<file path="config.mk">
export PLATFORM = sky130hd
export DESIGN_NAME = pio_ext_flat
export DESIGN_NICKNAME = d
export VERILOG_FILES = /design/src/rtl/pio_ext_if.sv /design/src/rtl/pio_ext.sv /design/src/flat_wrapper.sv
export SDC_FILE = /design/constraint.sdc
export NUM_CORES = 1
export LEC_CHECK = 0
export ABC_AREA = 0
export BUFFER_PORTS_ARGS = -buffer_cell sky130_fd_sc_hd__buf_4
export CAP_MARGIN = 20
export CORE_ASPECT_RATIO = 0.8
export CORE_MARGIN = 2
export CORE_UTILIZATION = 28
export DETAILED_ROUTE_END_ITERATION = 7
export SYNTH_ARGS = -nofsm -noshare
export SYNTH_HDL_FRONTEND = slang
export SYNTH_SLANG_ARGS = --single-unit
</file>
<file path="constraint.sdc">
create_clock -name clk_clk -period 1.4 [get_ports clk_clk]
set_input_delay 0.07 -clock clk_clk [delete_from_list [all_inputs] [get_ports clk_clk]]
set_output_delay 0.07 -clock clk_clk [all_outputs]
set_load 0.05 [all_outputs]
</file>
<file path="src/rtl/pio_ext_if.sv">
// Avalon-MM slave bus for pio_ext: 3-bit word address, read/write strobes, 32-bit data.
// Single-cycle accept, readdata registered one cycle after avs_read; no waitrequest.
interface pio_ext_if;
  logic [2:0]  avs_address;
  logic        avs_read;
  logic        avs_write;
  logic [31:0] avs_writedata;
  logic [31:0] avs_readdata;

  modport master (
    output avs_address, avs_read, avs_write, avs_writedata,
    input  avs_readdata
  );

  modport slave (
    input  avs_address, avs_read, avs_write, avs_writedata,
    output avs_readdata
  );
endinterface

</file>
<file path="src/rtl/pio_ext.sv">
// Parallel I/O with per-bit direction, set/clear, debounced inputs and edge-capture irq.
// Reads return one cycle after avs_read; writes land on the write edge; never stalls the bus.
module pio_ext #(
  parameter int unsigned      WIDTH           = 32,
  parameter int unsigned      DEBOUNCE_CYCLES = 0,
  parameter logic [WIDTH-1:0] RESET_OUT       = '0
) (
  input  logic             clk_clk,
  input  logic             reset_reset_n,
  pio_ext_if.slave         avs,
  input  logic [WIDTH-1:0] pio_in_port,
  output logic [WIDTH-1:0] pio_out_port,
  output logic [WIDTH-1:0] pio_oe,
  output logic             irq
);
  localparam int unsigned   CW      = (DEBOUNCE_CYCLES > 0) ? $clog2(DEBOUNCE_CYCLES + 1) : 1;
  localparam logic [CW-1:0] DB_LAST = CW'((DEBOUNCE_CYCLES > 0) ? (DEBOUNCE_CYCLES - 1) : 0);

  localparam logic [2:0] A_DATA_IN   = 3'd0;
  localparam logic [2:0] A_DATA_OUT  = 3'd1;
  localparam logic [2:0] A_DIR       = 3'd2;
  localparam logic [2:0] A_IRQ_MASK  = 3'd3;
  localparam logic [2:0] A_EDGE_CAP  = 3'd4;
  localparam logic [2:0] A_OUT_SET   = 3'd5;
  localparam logic [2:0] A_OUT_CLR   = 3'd6;
  localparam logic [2:0] A_EDGE_MODE = 3'd7;

  logic [WIDTH-1:0]         sync1_q, sync_q, sync_prev_q;
  logic [WIDTH-1:0]         stable_q, stable_d;
  logic [WIDTH-1:0][CW-1:0] cnt_q, cnt_d;
  logic [1:0]               warm_q, warm_d;
  logic [WIDTH-1:0]         out_q, out_d, dir_q, dir_d;
  logic [WIDTH-1:0]         mask_q, mask_d, mode_q, mode_d;
  logic [WIDTH-1:0]         cap_q, cap_d;
  logic                     irq_q, irq_d;
  logic [31:0]              rdata_q, rdata_d;

  logic                     warm_done;
  logic [WIDTH-1:0]         wd, rise, fall, edges;

  assign warm_done = (warm_q == 2'd3);
  assign wd        = avs.avs_writedata[WIDTH-1:0];
  assign warm_d    = warm_done ? warm_q : warm_q + 2'd1;

  // A bit's counter only advances while sync sits steady at a value differing from stable.
  always_comb begin
    stable_d = stable_q;
    cnt_d    = cnt_q;
    for (int i = 0; i < WIDTH; i++) begin
      if (!warm_done || DEBOUNCE_CYCLES == 0) begin
        stable_d[i] = sync_q[i];
        cnt_d[i]    = '0;
      end else if (sync_q[i] == stable_q[i] || sync_q[i] != sync_prev_q[i]) begin
        cnt_d[i] = '0;
      end else if (cnt_q[i] == DB_LAST) begin
        stable_d[i] = sync_q[i];
        cnt_d[i]    = '0;
      end else begin
        cnt_d[i] = cnt_q[i] + 1'b1;
      end
    end
  end

  // Edges are taken on the stable transition itself; warm-up suppresses them entirely.
  assign rise  = stable_d & ~stable_q;
  assign fall  = ~stable_d & stable_q;
  assign edges = warm_done ? ((rise & ~mode_q) | (fall & mode_q)) : '0;

  always_comb begin
    out_d  = out_q;
    dir_d  = dir_q;
    mask_d = mask_q;
    mode_d = mode_q;
    cap_d  = cap_q;
    if (avs.avs_write) begin
      case (avs.avs_address)
        A_DATA_OUT:  out_d  = wd;
        A_DIR:       dir_d  = wd;
        A_IRQ_MASK:  mask_d = wd;
        A_EDGE_CAP:  cap_d  = cap_q & ~wd;
        A_OUT_SET:   out_d  = out_q | wd;
        A_OUT_CLR:   out_d  = out_q & ~wd;
        A_EDGE_MODE: mode_d = wd;
        default:     ;
      endcase
    end
    cap_d = cap_d | edges;
    irq_d = |(cap_q & mask_q);
  end

  always_comb begin
    rdata_d = rdata_q;
    if (avs.avs_read) begin
      case (avs.avs_address)
        A_DATA_IN:   rdata_d = 32'(stable_q);
        A_DATA_OUT:  rdata_d = 32'(out_q);
        A_DIR:       rdata_d = 32'(dir_q);
        A_IRQ_MASK:  rdata_d = 32'(mask_q);
        A_EDGE_CAP:  rdata_d = 32'(cap_q);
        A_EDGE_MODE: rdata_d = 32'(mode_q);
        default:     rdata_d = '0;
      endcase
    end
  end

  always_ff @(posedge clk_clk) begin
    if (!reset_reset_n) begin
      sync1_q     <= '0;
      sync_q      <= '0;
      sync_prev_q <= '0;
      stable_q    <= '0;
      cnt_q       <= '0;
      warm_q      <= '0;
      out_q       <= RESET_OUT;
      dir_q       <= '0;
      mask_q      <= '0;
      mode_q      <= '0;
      cap_q       <= '0;
      irq_q       <= 1'b0;
      rdata_q     <= '0;
    end else begin
      sync1_q     <= pio_in_port;
      sync_q      <= sync1_q;
      sync_prev_q <= sync_q;
      stable_q    <= stable_d;
      cnt_q       <= cnt_d;
      warm_q      <= warm_d;
      out_q       <= out_d;
      dir_q       <= dir_d;
      mask_q      <= mask_d;
      mode_q      <= mode_d;
      cap_q       <= cap_d;
      irq_q       <= irq_d;
      rdata_q     <= rdata_d;
    end
  end

  assign pio_out_port     = out_q;
  assign pio_oe           = dir_q;
  assign irq              = irq_q;
  assign avs.avs_readdata = rdata_q;
endmodule

</file>
<file path="src/flat_wrapper.sv">
// flat-port wrapper written by rule: the top's interface ports become plain ports
module pio_ext_flat 
#(
  parameter int unsigned      WIDTH           = 32,
  parameter int unsigned      DEBOUNCE_CYCLES = 0,
  parameter logic [WIDTH-1:0] RESET_OUT       = '0
)
  (clk_clk, reset_reset_n, pio_in_port, pio_out_port, pio_oe, irq, avs_avs_address, avs_avs_read, avs_avs_write, avs_avs_writedata, avs_avs_readdata);
  pio_ext_if avs_i ();
  input  logic clk_clk;
  input  logic reset_reset_n;
  input  logic [WIDTH-1:0] pio_in_port;
  output logic [WIDTH-1:0] pio_out_port;
  output logic [WIDTH-1:0] pio_oe;
  output logic irq;
  input wire logic [$bits(avs_i.avs_address)-1:0] avs_avs_address;
  input wire logic [$bits(avs_i.avs_read)-1:0] avs_avs_read;
  input wire logic [$bits(avs_i.avs_write)-1:0] avs_avs_write;
  input wire logic [$bits(avs_i.avs_writedata)-1:0] avs_avs_writedata;
  output wire logic [$bits(avs_i.avs_readdata)-1:0] avs_avs_readdata;
  assign avs_i.avs_address = avs_avs_address;
  assign avs_i.avs_read = avs_avs_read;
  assign avs_i.avs_write = avs_avs_write;
  assign avs_i.avs_writedata = avs_avs_writedata;
  assign avs_avs_readdata = avs_i.avs_readdata;
  pio_ext #(.WIDTH(WIDTH), .DEBOUNCE_CYCLES(DEBOUNCE_CYCLES), .RESET_OUT(RESET_OUT)) u_core (.clk_clk(clk_clk), .reset_reset_n(reset_reset_n), .avs(avs_i), .pio_in_port(pio_in_port), .pio_out_port(pio_out_port), .pio_oe(pio_oe), .irq(irq));
endmodule
</file>
==> impl_metrics.ini <==
[cells_and_area]
postLayoutCellArea_mm2 = 0.01576
area_growth_pct = 35.98
stdcell_count = 2137
nets = 1643
drive_gt1_share_pct = 22.72
diodes = 0

[die]
core.rowCount = 66
io_pins = 168
die_x_um = 231.5
start_util_pct = 28.47
die_area_mm2 = 0.04305
dieHeight_um = 186.0
coreArea_mm2 = 0.04071

[global_route]
grt_antenna_before_repair = 0
grt_max_degree = 82
grt_pass1_vias = 10540
overflow = 0
grt_pass1_wl_um = 64320
gr-usage-all-layers_pct = 19.49

[placement]
hpwl_um = 30730
placed_area_mm2 = 0.01410
dp_cells = 2019
io_buffers = 167
place_congestion = 0.9085

[yosys]
ys.flop_type = dfxtp_1
ys_seq_elements = 291
async_flop_share_pct = 0
synth_cells = 1295
ys_warn_count = 0
synth.distinct_cells = 47
avgSynthCellArea_um2 = 8.950
syn-num-nets = 1367
synth_seq_area_share_pct = 50.26
synth_edf_count = 0
synth_area_mm2 = 0.01159

[sta]
fin_crit_ps = 1412
fmax_mhz = 708.3
rsz0062_at_grt = true
hold_violations = 0
slew_headroom_pct = 72.36
tightest_slew_ps = 414.5
maxSlewViolCount = 0
final.setup_skew_ps = 12.58
period_share_pct = 100.8
whs_ps = 58.57
finalWorstSetupSlack_ps = -11.75
finalSetupViolations = 1
fin_tns_setup_ps = -11.75

[drt]
drtPass1Iterations = 7
drt-total-wl_um = 42820
vias = 10950
vias_per_cell = 5.123
post_drt_wl_per_cell_um = 20.04
drt_iter0_markers = 1044
drc = 0
antenna_left = 0

[setup_path]
start_kind = flop
path_class = flop to flop
endpoint_kind = flop
required_ps = 1840
r2r_slack_ps = -10
crit_arrival_ps = 1850
worstPathMaxFanout = 2
r2r_start = u_core.mask_q[8]
reg2reg_depth = 4
reg2reg_to = u_core.avs.avs_readdata[8]

[run_status]
status = complete, but fails checks
failed_checks = negative setup slack

[clocking]
clk_path_buf_depth = 3
cts_tree = yes
root_buffer = clkbuf_16
cts.sinks = 291
tritoncts.num_buffers = 29
clkTransAtPathRegs_ps = 70
clkLatencyLatePin_ps = 570
htree_levels = 1

[min_path]
min_from = avs_avs_address[2]
hold_path.class = primary input to flop
hold_end = u_core.avs.avs_readdata[19]
hold_depth = 4

[power_and_ir_drop]
power.density_mw_per_mm2 = 1204
ir_worst_vdd_uv = 991.1
p_leak_uw = 0.006204

[run]
drv_cap = 0
[sequential cells by signal (all words and copies together) (netlist names)]
| register | cells |
|---|---|
| u_core.warm_q | 2 |
| u_core.stable_q | 32 |
| u_core.irq | 1 |
| u_core.mask_q | 32 |
| u_core.pio_out_port | 32 |
| u_core.sync1_q | 32 |
| u_core.avs.avs_readdata | 32 |
| u_core.stable_d | 32 |
| u_core.pio_oe | 32 |
| u_core.cap_q | 32 |
| u_core.mode_q | 32 |
[per-stage QoR]
stage                     setup WS, ps  util [%]  total power (uW)
after floorplan                  5.220         -              9983
after global placement          -86.77     34.63             10960
after detailed placement        -95.57     34.63             10990
after CTS                        8.284     38.61             19100
after global routing            -43.01     38.71             19590
final                           -11.75     38.71             18980
[how the worst max path moves through the flow]
| stage | startpoint | to | slack (ps) |
|---|---|---|---|
| 2_1_floorplan | u_core.pio_oe[10] | u_core.avs.avs_readdata[10] | 5 |
| 3_3_place_gp | avs_avs_address[0] | u_core.avs.avs_readdata[10] | -90 |
| 3_5_place_dp | avs_avs_address[1] | u_core.pio_oe[8] | -100 |
| 4_1_cts | u_core.cap_q[30] | u_core.irq | 8 |
| 5_1_grt | u_core.mask_q[26] | u_core.avs.avs_readdata[26] | -40 |
| 6_report | u_core.mask_q[8] | u_core.avs.avs_readdata[8] | -10 |
[metal layers]
layer  up-vias  GRT usage, %  part of all wire (%)
met5         -             0                     0
met4         0         3.923                   1.8
met3        58         3.753                   8.7
met2       466         32.37                    46
met1      5291         26.32                    44
li1       5133             -                     -
[kinds of logic (layout without fill, tap and decap cells)]
| kind of cell | count (synthesis) | after routing | synth area share (%) |
|---|---|---|---|
| AND/OR/NAND/NOR | 498 | 498 | 20.03 |
| AO/OA/AOI/OAI | 369 | 369 | 21.24 |
| flip-flops | 291 | 291 | 50.26 |
| buffers and inverters | 108 | 406 | 4.826 |
| multiplexers | 26 | 26 | 3.325 |
| XOR/XNOR | 2 | 2 | 0.2160 |
| adder cells (fa/ha/maj) | 1 | 1 | 0.1079 |
[critical path, cell delays in order, from the launching register on]
cell      delay (ps)
dfxtp_2          350
buf_4            140
mux4_2           480
mux2i_2          210
a211oi_1         110
[synthesized netlist by cell type, types with 5 or more instances]
master | number | share of area (%)
a221oi_1 | 39 | 2.9
a21oi_1 | 130 | 5.6
nand3_1 | 5 | 0.22
buf_4 | 6 | 0.39
o21ai_0 | 42 | 1.8
mux4_2 | 10 | 1.9
and2_1 | 99 | 5.3
a32o_1 | 32 | 2.8
nand2_1 | 293 | 9.5
inv_1 | 5 | 0.16
buf_6 | 9 | 0.87
a22o_1 | 14 | 1.1
o211a_1 | 16 | 1.4
a22oi_1 | 16 | 1.0
nor3b_1 | 32 | 2.1
nor2_1 | 46 | 1.5
dfxtp_1 | 291 | 50
o21ai_1 | 45 | 1.9
clkbuf_1 | 44 | 1.4
a211oi_1 | 8 | 0.52
buf_2 | 42 | 1.8
a222oi_1 | 16 | 1.4
mux2i_1 | 16 | 1.4
[cell usage in the layout, fill, tap and decap left out, drive strengths merged, types with 10 or more instances in the layout]
| cell | n |
|---|---|
| mux4 | 10 |
| a22oi | 16 |
| o211a | 16 |
| a32o | 32 |
| a22o | 14 |
| nor3b | 32 |
| a21oi | 130 |
| buf | 282 |
| clkbuf | 34 |
| and2 | 100 |
| clkinv | 10 |
| dlygate4sd3 | 65 |
| o21ai | 87 |
| nand2 | 294 |
| a221oi | 39 |
| mux2i | 16 |
| dfxtp | 291 |
| nor2 | 47 |
| a222oi | 16 |
[power by group]
group	switching [uW]	total [uW]	internal [uW]	leakage, uW
logic	1300	2200	902	0.00337
registers	225	8770	8550	0.00237
clock network	3480	8000	4520	0.000464
total	5010	19000	14000	0.00620
[timing repair]
item,in CTS,in global routing
hold endpoints to repair,196,0
setup buffers,0,1
endpoints found under the setup margin,0,4
hold buffers,65,0
gates resized for setup,0,12
[final cells by class]
class                           instances  area (um^2)
Multi-Input combinational cell        896         5261
Clock buffer                           34        774.5
Timing Repair Buffer                  347         2997
Sequential cell                       291         5829
Clock inverter                         19        192.7
Fill cell                            4086        24950
Inverter                                6        25.02
Tap cell                              544        680.7
(Power assumes the default switching activity.)
